[src/rtl/des_round_pipe.sv]
// des_round_pipe: two-stage pipelined DES Feistel round.
//
// Stage 1 captures E(R) ^ K together with L, R and the last-round flag.
// Stage 2 runs the eight S-boxes and P on the captured value, XORs the result
// into L and registers the new halves.
// Valid/ready on both sides with full backpressure. There is no skid buffer,
// so stage 1 can only accept while stage 2 is able to advance.
//
// Ports:
//   clk, n_rst            clock (rising edge), asynchronous active-low reset
//   in_valid / in_ready   upstream handshake for l_in, r_in, subkey, last_round
//   l_in, r_in            L(i-1), R(i-1); DES bit 1 is bit [31]
//   subkey                K(i); DES bit 1 is bit [47]
//   last_round            1 = round 16, so the halves are not swapped
//   out_valid / out_ready downstream handshake for l_out, r_out
//   l_out, r_out          new left and right halves
module des_round_pipe (
    input  logic        clk,
    input  logic        n_rst,
    input  logic        in_valid,
    output logic        in_ready,
    input  logic [31:0] l_in,
    input  logic [31:0] r_in,
    input  logic [47:0] subkey,
    input  logic        last_round,
    output logic        out_valid,
    input  logic        out_ready,
    output logic [31:0] l_out,
    output logic [31:0] r_out
);

    // E expansion. DES bit n is r[32-n].
    function automatic logic [47:0] expand_e(input logic [31:0] r);
        return {r[0], r[31:27], r[28:23], r[24:19], r[20:15],
                r[16:11], r[12:7], r[8:3], r[4:0], r[31]};
    endfunction

    // P permutation. Output DES bit k takes s-vector DES bit P[k], that is s[32-P[k]].
    function automatic logic [31:0] perm_p(input logic [31:0] s);
        return {s[16], s[25], s[12], s[11], s[3],  s[20], s[4],  s[15],
                s[31], s[17], s[9],  s[6],  s[27], s[14], s[1],  s[22],
                s[30], s[24], s[8],  s[18], s[0],  s[5],  s[29], s[23],
                s[13], s[19], s[2],  s[26], s[10], s[21], s[28], s[7]};
    endfunction

    logic [47:0] x_p1;
    logic [31:0] l_p1;
    logic [31:0] r_p1;
    logic        last_p1;
    logic        vld_p1;
    logic        vld_p2;
    logic [31:0] s_p1;
    logic [31:0] f_p1;
    logic        adv2;
    logic        in_xfer;

    assign adv2      = vld_p1 && (!vld_p2 || out_ready);
    assign in_ready  = !vld_p1 || adv2;
    assign in_xfer   = in_valid && in_ready;
    assign out_valid = vld_p2;

    // Stage 1: expansion and key mix, captured on input transfer
    always_ff @(posedge clk or negedge n_rst) begin
        if (!n_rst) begin
            vld_p1  <= 1'b0;
            x_p1    <= '0;
            l_p1    <= '0;
            r_p1    <= '0;
            last_p1 <= 1'b0;
        end else if (in_xfer) begin
            vld_p1  <= 1'b1;
            x_p1    <= expand_e(r_in) ^ subkey;
            l_p1    <= l_in;
            r_p1    <= r_in;
            last_p1 <= last_round;
        end else if (adv2) begin
            vld_p1  <= 1'b0;
        end
    end

    // Stage 1 -> 2: substitution and permutation (combinational)
    s_box1 u_s1 (.in_6bit(x_p1[47:42]), .out_4bit(s_p1[31:28]));
    s_box2 u_s2 (.in_6bit(x_p1[41:36]), .out_4bit(s_p1[27:24]));
    s_box3 u_s3 (.in_6bit(x_p1[35:30]), .out_4bit(s_p1[23:20]));
    s_box4 u_s4 (.in_6bit(x_p1[29:24]), .out_4bit(s_p1[19:16]));
    s_box5 u_s5 (.in_6bit(x_p1[23:18]), .out_4bit(s_p1[15:12]));
    s_box6 u_s6 (.in_6bit(x_p1[17:12]), .out_4bit(s_p1[11:8]));
    s_box7 u_s7 (.in_6bit(x_p1[11:6]),  .out_4bit(s_p1[7:4]));
    s_box8 u_s8 (.in_6bit(x_p1[5:0]),   .out_4bit(s_p1[3:0]));

    assign f_p1 = perm_p(s_p1);

    // Stage 2: output register; it only loads on advance, so it stays stable while stalled
    always_ff @(posedge clk or negedge n_rst) begin
        if (!n_rst) begin
            vld_p2 <= 1'b0;
            l_out  <= '0;
            r_out  <= '0;
        end else if (adv2) begin
            vld_p2 <= 1'b1;
            if (last_p1) begin
                l_out <= l_p1 ^ f_p1;
                r_out <= r_p1;
            end else begin
                l_out <= r_p1;
                r_out <= l_p1 ^ f_p1;
            end
        end else if (out_ready) begin
            vld_p2 <= 1'b0;
        end
    end

endmodule

// S-box tables. The rows are packed left to right in FIPS order, so entry
// (row*16 + col) sits at bits [255-4k -: 4]. That start bit is {~k, 2'b11}.
// The row is formed from DES bits 1 and 6, and the column from bits 2..5.
module s_box1 (input logic [5:0] in_6bit, output logic [3:0] out_4bit);
    localparam logic [255:0] TBL = {64'hE4D12FB83A6C5907, 64'h0F74E2D1A6CB9538,
                                    64'h41E8D62BFC973A50, 64'hFC8249175B3EA06D};
    logic [5:0] idx;
    assign idx      = {in_6bit[5], in_6bit[0], in_6bit[4:1]};
    assign out_4bit = TBL[{~idx, 2'b11} -: 4];
endmodule

module s_box2 (input logic [5:0] in_6bit, output logic [3:0] out_4bit);
    localparam logic [255:0] TBL = {64'hF18E6B34972DC05A, 64'h3D47F28EC01A69B5,
                                    64'h0E7BA4D158C6932F, 64'hD8A13F42B67C05E9};
    logic [5:0] idx;
    assign idx      = {in_6bit[5], in_6bit[0], in_6bit[4:1]};
    assign out_4bit = TBL[{~idx, 2'b11} -: 4];
endmodule

module s_box3 (input logic [5:0] in_6bit, output logic [3:0] out_4bit);
    localparam logic [255:0] TBL = {64'hA09E63F51DC7B428, 64'hD709346A285ECBF1,
                                    64'hD6498F30B12C5AE7, 64'h1AD069874FE3B52C};
    logic [5:0] idx;
    assign idx      = {in_6bit[5], in_6bit[0], in_6bit[4:1]};
    assign out_4bit = TBL[{~idx, 2'b11} -: 4];
endmodule

module s_box4 (input logic [5:0] in_6bit, output logic [3:0] out_4bit);
    localparam logic [255:0] TBL = {64'h7DE3069A1285BC4F, 64'hD8B56F03472C1AE9,
                                    64'hA690CB7DF13E5284, 64'h3F06A1D8945BC72E};
    logic [5:0] idx;
    assign idx      = {in_6bit[5], in_6bit[0], in_6bit[4:1]};
    assign out_4bit = TBL[{~idx, 2'b11} -: 4];
endmodule

module s_box5 (input logic [5:0] in_6bit, output logic [3:0] out_4bit);
    localparam logic [255:0] TBL = {64'h2C417AB6853FD0E9, 64'hEB2C47D150FA3986,
                                    64'h421BAD78F9C5630E, 64'hB8C71E2D6F09A453};
    logic [5:0] idx;
    assign idx      = {in_6bit[5], in_6bit[0], in_6bit[4:1]};
    assign out_4bit = TBL[{~idx, 2'b11} -: 4];
endmodule

module s_box6 (input logic [5:0] in_6bit, output logic [3:0] out_4bit);
    localparam logic [255:0] TBL = {64'hC1AF92680D34E75B, 64'hAF427C9561DE0B38,
                                    64'h9EF528C3704A1DB6, 64'h432C95FABE17608D};
    logic [5:0] idx;
    assign idx      = {in_6bit[5], in_6bit[0], in_6bit[4:1]};
    assign out_4bit = TBL[{~idx, 2'b11} -: 4];
endmodule

module s_box7 (input logic [5:0] in_6bit, output logic [3:0] out_4bit);
    localparam logic [255:0] TBL = {64'h4B2EF08D3C975A61, 64'hD0B7491AE35C2F86,
                                    64'h14BDC37EAF680592, 64'h6BD814A7950FE23C};
    logic [5:0] idx;
    assign idx      = {in_6bit[5], in_6bit[0], in_6bit[4:1]};
    assign out_4bit = TBL[{~idx, 2'b11} -: 4];
endmodule

module s_box8 (input logic [5:0] in_6bit, output logic [3:0] out_4bit);
    localparam logic [255:0] TBL = {64'hD2846FB1A93E50C7, 64'h1FD8A374C56B0E92,
                                    64'h7B419CE206ADF358, 64'h21E74A8DFC90356B};
    logic [5:0] idx;
    assign idx      = {in_6bit[5], in_6bit[0], in_6bit[4:1]};
    assign out_4bit = TBL[{~idx, 2'b11} -: 4];
endmodule

[config.mk]
export PLATFORM = sky130hd
export DESIGN_NAME = des_round_pipe
export DESIGN_NICKNAME = d
export VERILOG_FILES = /design/src/rtl/des_round_pipe.sv
export SDC_FILE = /design/constraint.sdc
export NUM_CORES = 1
export LEC_CHECK = 0
export BUFFER_PORTS_ARGS = -buffer_cell sky130_fd_sc_hd__buf_2
export CORE_MARGIN = 2
export CORE_UTILIZATION = 55
export DETAILED_ROUTE_END_ITERATION = 10
export HOLD_SLACK_MARGIN = 0.05
export PLACE_DENSITY = 0.77
export SYNTH_ARGS = -nofsm -noshare
export SYNTH_HDL_FRONTEND = slang
export SYNTH_SLANG_ARGS = --single-unit
[constraint.sdc]
create_clock -name clk -period 6.88 [get_ports clk]
set_input_delay 0.688 -clock clk [delete_from_list [all_inputs] [get_ports clk]]
set_output_delay 0.688 -clock clk [all_outputs]
set_load 0.03 [all_outputs]
# --- Word level (Yosys, flattened, before mapping) ---
# Index checks and enable logic that the tools add are counted.
totals:
  register_bits: 179
  latch_bits: 0
  mem_bits_rw: 0
  mem_bits_ro: 0
  in_bits: 117
  output_inout_bits: 66
  word_cells: 40
  memories: 0
op_classes:
  n_addsub: 0
  n_mul: 0
  div_mod_pow: 0
  order_cmp: 0
  n_eq_ne: 0
  shifts: 8
  muxes: 6
  n_bitwise: 10
  reduce_logical: 8
ops:
  columns: ["cell", "n"]
  rows:
  - ["$shiftx 259x9->4 const A", 8]
  - ["$mux 32", 2]
  - ["$not 6->6", 8]
  - ["$xor 48x48->48", 1]
  - ["$xor 32x32->32", 1]
  - ["$mux 1", 4]
  - ["$reduce_bool 2->1", 2]
  - ["$logic_and 1x1->1", 2]
  - ["$logic_not 1->1", 2]
  - ["$logic_or 1x1->1", 2]

# --- Depth between registers and ports, before layout ---
# Gate-level depths: netlist of run 1.
depth:
  word_depth: 6
  ltp_mapped: 10
  mapped_depth_nobuf: 8

# --- Hierarchy ---
# Synthesis of run 1 repeated with hierarchy kept, for this count alone.
hier_totals:
  hier_cells: 1298
  hier_area_um2: 13560.5
modules_own_cells:
  columns: ["module", "instances", "cells_per_inst", "area_per_inst_um2", "seq_area_each_um2"]
  rows:
  - ["des_round_pipe", 1, 602, 8339.2, 4479.3]
  - ["s_box6", 1, 107, 750.7, 0.0]
  - ["s_box1", 1, 90, 713.2, 0.0]
  - ["s_box5", 1, 84, 693.2, 0.0]
  - ["s_box8", 1, 94, 668.1, 0.0]
  - ["s_box3", 1, 81, 616.8, 0.0]
  - ["s_box7", 1, 83, 609.3, 0.0]
  - ["s_box2", 1, 84, 589.3, 0.0]
  - ["s_box4", 1, 73, 580.6, 0.0]

# --- Worst setup path before layout of run 1 ---
# No wires, ideal clock.
synth_path:
  path_kind: "register -> register"
  start: "reg x_p1[19]"
  end: "reg r_out[29]"
  setup_time_ns: 0.133
  arrival_time_ns: 2.389
  required_ns: 6.747
  setup_slack_ns: 4.359
  path_stages_with_launch: 9
  path_buffers: 1
  synth_period_minus_slack_ns: 2.521
  path_cell_list: "dfrtp_1 > clkbuf_1 > inv_1 > ha_1 > mux4_2 > mux2_2 > a211oi_1 > xor2_1 > o22ai_1"
synth_between:
  elab_chain_cells: 4
synth_rtl:
  columns: ["item", "line_no", "text"]
  rows:
  - ["from (decl)", "46", "logic [47:0] x_p1;"]
  - ["from (signal assigned)", "72", "x_p1 <= expand_e(r_in) ^ subkey;"]
  - ["$not 6->6", "155", "assign out_4bit = TBL[{~idx, 2'b11} -: 4];"]
  - ["$shiftx 259x9->4", "155", null]
  - ["$xor 32x32->32", "106", "r_out <= l_p1 ^ f_p1;"]
  - ["$mux 32", "101", "if (last_p1) begin"]
  - ["to (signal assigned)", "103", "r_out <= r_p1;"]
  - ["to (signal assigned)", "106", null]
  - ["to (decl)", "29", "output logic [31:0] r_out"]
# Every way passes these cells.
# A chain may end at the register's enable or synchronous reset.

# --- Worst setup path in the final report of run 1 ---
layout_path:
  start: "reg x_p1[20]"
  end: "reg r_out[29]"
# The elaborated chain is that of the path after synthesis.

==> impl_metrics.yaml, run 1 <==
logic_synthesis:
  postSynthRegisterBits: 179
  async_reset_ff_share_pct: 100
  synth_top_family_by_area: "compound AO/OA/AOI/OAI gates"
  synth.most_common_cell: "dfrtp_1"
  ys_top_cells_by_area: "dfrtp_1, mux2_2, ha_1"
  synth_nets: 1593
  synth_top_area_share_pct: 34.7
  synthMuxAreaShare_pct: 14.3
  yosys-top-cells-count: "dfrtp_1, a21oi_1, nor2_1, nand2_1, mux2_2"
  synth_fa_ha_area_share_pct: 6.00
  syn_area_per_cell_sq_um: 9.14
  synth_compound_area_share_pct: 16.8
  yosysSeqAreaShare_pct: 34.7
  postSynthCellCount: 1414
  yosysWarnings: 0
  yosysUniqueCellTypes: 73
  synth-simple-area-share_pct: 16.4
  synthXorXnorAreaFrac_pct: 6.03
  synth_area_sq_um: 12900
  synth_edf_count: 0
  synth_flop_cell: "dfrtp_1"
  synth_area_leader_cell: "dfrtp_1"
setup_path:
  r2r_slack_ns: 3.84
  endpoint_kind: "flip-flop"
  path_class: "flip-flop to flip-flop"
  worstPathMaxFanout: 18
  slowest_stage: "dfrtp_1"
  path_cells: "inv_1 -> ha_1 -> mux4_2 -> mux2_2 -> a211oi_1 -> xor2_1 -> o22ai_1"
  regToRegStartpoint: "x_p1[20]"
  ff2ff_path_depth: 7
  worst_setup_path_start_kind: "flip-flop"
  crit_path_max_incr_delay_ns: 0.71
  cp.arrival_ns: 3.33
  cp.required_ns: 7.17
  r2r_end: "r_out[29]"
pwr:
  ir_worst_vdd_mv: 0.159
  cellLeakagePower_nw: 6.43
  cellPowerDensity_nw_per_um2: 312
floorplan:
  die-area_sq_um: 24700
  core_sq_um: 23300
  die_w_um: 157
  rows: 56
  fp.dieH_um: 157
  io_pins: 183
  initial_utilization_pct: 55.6
cells_and_area:
  nNetsFinal: 1681
  drive_gt1_share_pct: 22.3
  area_growth_pct: 10.9
  nFillCells: 1997
detailed_routing:
  viasPerCell: 6.07
  ant_nets: 0
  drtIter0Drc: 1238
  dr.pass1.iters: 5
  routedWlPerCell_um: 18.6
  dr_total_vias: 11136
  drcViolationCount: 0
  wl_mm: 34.2
sta:
  final.period_utilization_pct: 44.1
  relSlewSlack_pct: 28.9
  setup_violations: 0
  drv_slew: 0
  hold_viol_final: 0
  period_minus_slack_ns: 3.04
  whs_ns: 0.426
  skew_ns: 0.0124
  rsz0062_at_grt: "false"
  worst_pin_slew_ns: 1.07
  finalSetupTns_ns: 0
  clock.fmax_ghz: 0.329
grt:
  grt_pass1_vias: 10084
  grt_max_degree: 127
  grtUsageMet2_pct: 43.6
  met1_usage_pct: 38.0
  grt-ovfl-total: 0
  grt_usage_pct: 27.5
  antenna_found_initial: 1
  grt_first_pass_wirelength_mm: 53.3
  grt_use_met3_pct: 3.96
  top_usage_layer: "met2"
clock_network:
  cts_root_buffer: "clkbuf_16"
  cts_num_sinks: 179
  cts_tree: "built"
  cts_setup_buffers: 0
  numCtsBuffers: 17
  htreeDepth: 4
  cts.clk_slew.worst_paths_ns: 0.08
  clockBufferDepth: 2
  worstSkewPairLatency_ns: 0.44
  cts_resized: 0
  hold_buffers: 0
place:
  gp_congestion: 0.916
  place_hpwl_mm: 23.8
  portBuffers: 182
run:
  max_cap_viol_count: 0
outcome:
  status: "finished clean"
min_path:
  hold_class: "primary input to async pin"
[critical path, delay by kind of cell (launching register included)]
kind,cells,cell delay (ns)
AO/OA/AOI/OAI,2,0.40
adder cells (fa/ha/maj),1,0.51
buffers and inverters,1,0.27
flip-flops,1,0.71
XOR/XNOR,1,0.24
multiplexers,2,0.77
[per-stage QoR]
step           area (sq um)  cells  power, mW  utilization [%]  setup WS [ns]
2_1_floorplan         12900   1414       2.99                -           4.36
3_3_place_gp          13800   1802       3.46             59.1           3.81
3_5_place_dp          13800   1802       3.51             59.1           3.73
4_1_cts               14300   1834       4.48             61.6           3.91
5_1_grt               14300   1835       4.74             61.6           3.69
6_report              14300   1835       4.47             61.6           3.84
[cells in the final DEF, fill, tap and decap left out, drive strengths merged, types with 43 or more instances in the layout]
cell type | netlist | routed
a21oi | 113 | 113
buf | 63 | 187
dfrtp | 179 | 179
ha | 62 | 62
inv | 54 | 62
mux2 | 75 | 75
mux2i | 43 | 43
nand2 | 89 | 89
nand3 | 50 | 50
nor2 | 100 | 100
o21ai | 67 | 67
xnor2 | 43 | 43
xor2 | 46 | 46
[where the power goes]
part / switching, mW / internal (mW)
sequential: 0.371 / 1.28
clock: 0.470 / 0.491
combinational: 1.08 / 0.776
[cell type report]
class | instances | area, sq um | share of cell area (%)
diodes | 1 | 2.50 | 0.0175
clock buffers | 18 | 439 | 3.06
clock inverters | 14 | 139 | 0.969
inverters | 56 | 210 | 1.47
multi-input cells | 1060 | 7700 | 53.7
flip-flops and latches | 179 | 4480 | 31.3
well taps | 319 | 399 | 2.78
repair buffers | 188 | 965 | 6.73
[metal layers]
layer  vias up  wire (um)
met5         -          0
met3        65       2090
met1      5362      14600
met4         0       1130
li1       5257          -
met2       452      16300
[state kept, by name (all words and copies together), names as in the netlist]
register	flops
l_out	32
r_out	32
vld_p1	1
l_p1	32
x_p1	48
out_valid	1
last_p1	1
r_p1	32
[how the worst max path moves through the flow]
stage / from / end / slack (ns) / cells after the start
3_3_place_gp: out_ready / l_p1[19] / 3.81 / 5
3_5_place_dp: out_ready / l_p1[14] / 3.73 / 5
5_1_grt: x_p1[20] / l_out[29] / 3.69 / 7
4_1_cts: x_p1[20] / l_out[29] / 3.91 / 7
2_1_floorplan: x_p1[19] / r_out[29] / 4.36 / 8
6_report: x_p1[20] / r_out[29] / 3.84 / 7
[cell families (layout without fill, tap and decap cells)]
family	Yosys count	count (layout)
multiplexers	143	143
XOR/XNOR	89	89
AO/OA/AOI/OAI	343	343
flip-flops	179	179
adder cells (fa/ha/maj)	62	62
AND/OR/NAND/NOR	423	423
buffers and inverters	175	276
other	0	1
Note: power is estimated with default switching activity, not from simulation.
==> inputs of run 2 (changes only) <==
--- a/config.mk
+++ b/config.mk
@@ -7,10 +7,10 @@
 export LEC_CHECK = 0
 export BUFFER_PORTS_ARGS = -buffer_cell sky130_fd_sc_hd__buf_2
 export CORE_MARGIN = 2
-export CORE_UTILIZATION = 55
+export CORE_UTILIZATION = 53
 export DETAILED_ROUTE_END_ITERATION = 10
 export HOLD_SLACK_MARGIN = 0.05
-export PLACE_DENSITY = 0.77
+export PLACE_DENSITY = 0.78
 export SYNTH_ARGS = -nofsm -noshare
 export SYNTH_HDL_FRONTEND = slang
 export SYNTH_SLANG_ARGS = --single-unit
==> constraint.sdc (replaced) <==
create_clock -name clk -period 2.7 [get_ports clk]
set_input_delay 0.27 -clock clk [delete_from_list [all_inputs] [get_ports clk]]
set_output_delay 0.27 -clock clk [all_outputs]
set_load 0.03 [all_outputs]
==> run 2 against run 1 <==
Non-clock buffer count up 55. Largest cell class unchanged. Clock skew up 0.00075 ns. Total power rose to 2.7 times the previous value. Combinational power rose to 2.8 times the previous value. Clock power rose to 2.9 times the previous value. Critical path depth unchanged. Critical endpoint is now r_out[4]. Setup slack worse by 3.7 ns.
==> impl_metrics.yaml, run 2 (synthesized netlist as in run 1, its figures left out) <==
cells_and_area:
  final_cell_mix: "buf_2, dfrtp_1, a21oi_1"
  nNetsFinal: 1736
  postLayoutCoreUtil_pct: 61.8
  layout_commonest_cell: "buf_2"
  seqCellArea_sq_um: 4480
  antenna-diode-count: 0
  largest_register_ffs: 48
  regMostFlops: "x_p1"
  nFillCells: 2022
  stdcell_count: 1893
  drive_gt1_share_pct: 24.4
  multi_input_area_sq_um: 7710
  area_growth_pct: 15.3
  fin_area_sq_um: 14900
place:
  portBuffers: 182
  place_area_sq_um: 14200
  dpl_worst_slack_ns: 0.214
  place_inst: 1853
  gp_congestion: 0.930
  place_hpwl_mm: 25.4
clock_network:
  cts_num_sinks: 179
  htreeDepth: 4
  cts.clk_slew.worst_paths_ns: 0.07
  numCtsBuffers: 17
  cts_setup_buffers: 0
  worstSkewPairLatency_ns: 0.45
  clockBufferDepth: 2
  cts_root_buffer: "clkbuf_16"
  cts_tree: "built"
sta:
  hold_viol_final: 0
  final.period_utilization_pct: 93.4
  relSlewSlack_pct: 48.1
  finalSetupTns_ns: 0
  whs_ns: 0.0564
  worst_slack_ns: 0.179
  drv_slew: 0
  rsz0062_at_grt: "false"
  period_minus_slack_ns: 2.52
  worst_pin_slew_ns: 0.779
  clock.fmax_ghz: 0.397
  skew_ns: 0.0132
  setup_violations: 0
setup_path:
  worst_setup_path_start_kind: "flip-flop"
  slowest_stage: "or4b_1"
  crit_path_max_incr_delay_ns: 0.57
  path_cells: "inv_1 -> ha_1 -> a21oi_1 -> a2111oi_0 -> a21oi_1 -> or4b_1 -> nand4_1"
  crit_path_frequent_cell: "a21oi_1"
  r2r_end: "r_out[4]"
  worst-path-buf-inv: 1
  worstPathMaxFanout: 10
  endpoint_kind: "flip-flop"
  cp.arrival_ns: 2.89
  crit_family: "compound AO/OA/AOI/OAI gates"
  ff2ff_path_depth: 7
  cp.required_ns: 3.07
  r2r_slack_ns: 0.18
  path_class: "flip-flop to flip-flop"
  regToRegStartpoint: "x_p1[38]"
  crit_cells: 7
grt:
  grt_pass1_vias: 10769
  grt-ovfl-total: 0
  top_usage_layer: "met2"
  antenna_found_initial: 0
  grt_usage_pct: 27.8
  grt_use_met3_pct: 4.34
  grtUsageMet2_pct: 45.6
  grt_first_pass_wirelength_mm: 57.1
  grt_max_degree: 114
  met1_usage_pct: 37.2
floorplan:
  core_sq_um: 24100
  fp.dieH_um: 160
  rows: 57
  io_pins: 183
  die-area_sq_um: 25600
  initial_utilization_pct: 53.6
  die_w_um: 160
detailed_routing:
  viasPerCell: 6.06
  dr.pass1.iters: 5
  wl_mm: 36.2
  dr_total_vias: 11465
  ant_nets: 0
  drcViolationCount: 0
  routedWlPerCell_um: 19.1
  drtIter0Drc: 1227
min_path:
  hold_start: "l_in[18]"
  min_to: "l_p1[18]"
  hold_class: "primary input to flip-flop"
  hold_depth: 2
pwr:
  power_mw: 12.0
  cellLeakagePower_nw: 6.73
  cellPowerDensity_nw_per_um2: 807
  ir_worst_vdd_mv: 0.457
run:
  max_cap_viol_count: 0
outcome:
  status: "finished clean"
[run 2: changes by cell type in the layout (fill, tap and decap cells not counted), sizes merged, moves of 3 or more]
cell / delta
inv: -5
bufinv: +5
clkinv: -3
dlygate4sd3: +9
buf: +46
[run 2: where the power goes]
| part | switching [mW] | internal (mW) |
|---|---|---|
| registers | 0.728 | 3.28 |
| clock network | 1.15 | 1.67 |
| logic | 3.05 | 2.14 |
| total | 4.93 | 7.09 |
[run 2: area by class of cell]
type	count	share of cell area, %
Tap cell	324	2.72
Inverter	56	1.41
Timing Repair Buffer	243	9.73
Clock buffer	19	2.97
Sequential cell	179	30.1
Clock inverter	12	1.37
Multi-Input combinational cell	1060	51.7
[run 2: worst max path at each step]
| stage | start | slack, ns | endpoint |
|---|---|---|---|
| 2_1_floorplan | x_p1[19] | 0.18 | r_out[29] |
| 3_3_place_gp | x_p1[26] | 0.33 | r_out[12] |
| 3_5_place_dp | x_p1[26] | 0.21 | r_out[12] |
| 4_1_cts | x_p1[26] | 0.06 | r_out[12] |
| 5_1_grt | x_p1[38] | 0.005 | r_out[4] |
| 6_report | x_p1[38] | 0.18 | r_out[4] |
[run 2: metal layers]
metal | part of all wire [%] | wire length [um]
met5 | 0 | 0
met2 | 48 | 17400
met1 | 43 | 15500
met3 | 5.9 | 2130
met4 | 3.1 | 1130
[run 2: repair_timing]
action                     4_1_cts  5_1_grt
gates resized for setup          0        1
hold endpoints to repair        88        1
setup endpoints to repair        0        2
hold buffers                     8        1
==> inputs of run 3 (changes only) <==
--- a/config.mk
+++ b/config.mk
@@ -11,6 +11,7 @@
 export DETAILED_ROUTE_END_ITERATION = 10
 export HOLD_SLACK_MARGIN = 0.05
 export PLACE_DENSITY = 0.78
+export RECOVER_POWER = 50
 export SYNTH_ARGS = -nofsm -noshare
 export SYNTH_HDL_FRONTEND = slang
 export SYNTH_SLANG_ARGS = --single-unit
==> run 3 against run 2 <==
The flow now finishes with violations (capacitance limit, slew limit). Clock skew decreased by 0.0024 ns. Register-to-register slack about the same. Global-route usage unchanged. Die area unchanged. Hold slack about the same. Largest cell class unchanged. Clock power about the same. Sequential power about the same. Via count decreased by 0.55%.
==> impl_metrics.yaml, run 3 (synthesized netlist as in run 1, its figures left out) <==
cells_and_area:
  final_cell_mix: "dfrtp_1, buf_2, a21oi_1"
  multi_input_area_sq_um: 7710
  seqCellArea_sq_um: 4480
  fin_area_sq_um: 14800
  regMostFlops: "x_p1"
  drive_gt1_share_pct: 20.5
  nFillCells: 2057
  area_growth_pct: 14.5
  layout_commonest_cell: "dfrtp_1"
  antenna-diode-count: 0
  nNetsFinal: 1736
  largest_register_ffs: 48
  postLayoutCoreUtil_pct: 61.4
sta:
  hold_viol_final: 0
  worst_pin_slew_ns: 1.91
  drv_slew: 84
  period_minus_slack_ns: 2.53
  skew_ns: 0.0108
  finalSetupTns_ns: 0
  setup_violations: 0
  relSlewSlack_pct: -27.6
  rsz0062_at_grt: "false"
  clock.fmax_ghz: 0.395
  final.period_utilization_pct: 93.7
floorplan:
  die_w_um: 160
  io_pins: 183
  core_sq_um: 24100
  initial_utilization_pct: 53.6
  rows: 57
  die-area_sq_um: 25600
  fp.dieH_um: 160
pwr:
  ir_worst_vdd_mv: 0.442
  cellLeakagePower_nw: 6.55
  cellPowerDensity_nw_per_um2: 806
min_path:
  hold_class: "primary input to flip-flop"
  hold_depth: 2
  hold_start: "l_in[24]"
  min_to: "l_p1[24]"
setup_path:
  crit_path_max_incr_delay_ns: 0.46
  worstPathMaxFanout: 10
  regToRegStartpoint: "x_p1[38]"
  cp.required_ns: 3.02
  path_class: "flip-flop to flip-flop"
  ff2ff_path_depth: 7
  slowest_stage: "dfrtp_1"
  endpoint_kind: "flip-flop"
  cp.arrival_ns: 2.85
  path_cells: "inv_1 -> ha_1 -> mux2_2 -> mux4_2 -> mux2i_1 -> xor2_1 -> o22ai_1"
  r2r_end: "r_out[30]"
  r2r_slack_ns: 0.17
  worst_setup_path_start_kind: "flip-flop"
detailed_routing:
  ant_nets: 0
  dr.pass1.iters: 7
  drtIter0Drc: 1171
  viasPerCell: 6.02
  routedWlPerCell_um: 19.1
  wl_mm: 36.2
  dr_total_vias: 11402
  drcViolationCount: 0
clock_network:
  numCtsBuffers: 17
  htreeDepth: 4
  cts.clk_slew.worst_paths_ns: 0.07
  cts_num_sinks: 179
  clockBufferDepth: 2
  worstSkewPairLatency_ns: 0.45
  cts_setup_buffers: 0
  cts_tree: "built"
  cts_root_buffer: "clkbuf_16"
run:
  max_cap_viol_count: 1
grt:
  grt_first_pass_wirelength_mm: 57.1
  grt_pass1_vias: 10769
  grt_max_degree: 114
  antenna_found_initial: 0
  grt_usage_pct: 27.8
  grt-ovfl-total: 0
place:
  gp_congestion: 0.930
  portBuffers: 182
  place_hpwl_mm: 25.4
  place_area_sq_um: 14200
outcome:
  violations: "capacitance limit, slew limit"
  status: "finished with violations"
run 3: power by group:
part	leakage (nW)	switching, mW	internal, mW
Clock	0.306	1.14	1.67
Sequential	2.09	0.739	3.28
Combinational	4.15	3.06	2.04
run 3: per-stage QoR:
| step | worst slack, ns | hold WS [ns] | power (mW) | instances |
|---|---|---|---|---|
| floorplan | 0.179 | -0.0256 | 7.63 | 1414 |
| global placement | 0.326 | 0.359 | 9.02 | 1853 |
| detailed placement | 0.214 | 0.359 | 9.15 | 1853 |
| CTS | 0.0584 | 0.0513 | 12.0 | 1892 |
| global route | 0.00487 | 0.0573 | 12.6 | 1893 |
| finish | 0.171 | 0.0563 | 11.9 | 1893 |
run 3: how the worst max path moves through the flow:
stage / from / slack, ns / endpoint
6_report: x_p1[38] / 0.17 / r_out[30]
4_1_cts: x_p1[26] / 0.06 / r_out[12]
2_1_floorplan: x_p1[19] / 0.18 / r_out[29]
3_3_place_gp: x_p1[26] / 0.33 / r_out[12]
5_1_grt: x_p1[38] / 0.005 / r_out[4]
3_5_place_dp: x_p1[26] / 0.21 / r_out[12]
run 3: area by class of cell:
| cell class | count | area share [%] |
|---|---|---|
| sequential | 179 | 30.3 |
| timing repair buffer | 243 | 9.10 |
| multi-input combinational | 1060 | 52.1 |
| clock inverter | 12 | 1.38 |
| clock buffer | 19 | 2.99 |
| inverter | 56 | 1.42 |
| tap | 324 | 2.74 |
run 3: metal layers:
layer	track usage, %	up-vias	share of wire [%]
met3	4.34	60	5.5
met1	37.2	5579	43
li1	-	5351	-
met2	45.6	412	48
met4	10.7	0	3.0
met5	0	-	0
run 3: timing repair:
action	4_1_cts	5_1_grt
setup endpoints to repair	0	2
hold endpoints to repair	88	1
resized for setup	0	1
hold buffers	8	1
run 3: worst max-delay path: cells and delay by family, from the launching register on:
family / cells / cell delay (ns)
AOI/OAI and AO/OA: 1 / 0.12
xor gates and xnor gates: 1 / 0.24
adders and majority gates: 1 / 0.43
buffers and inverters: 1 / 0.09
DFF: 1 / 0.46
muxes: 3 / 1.06
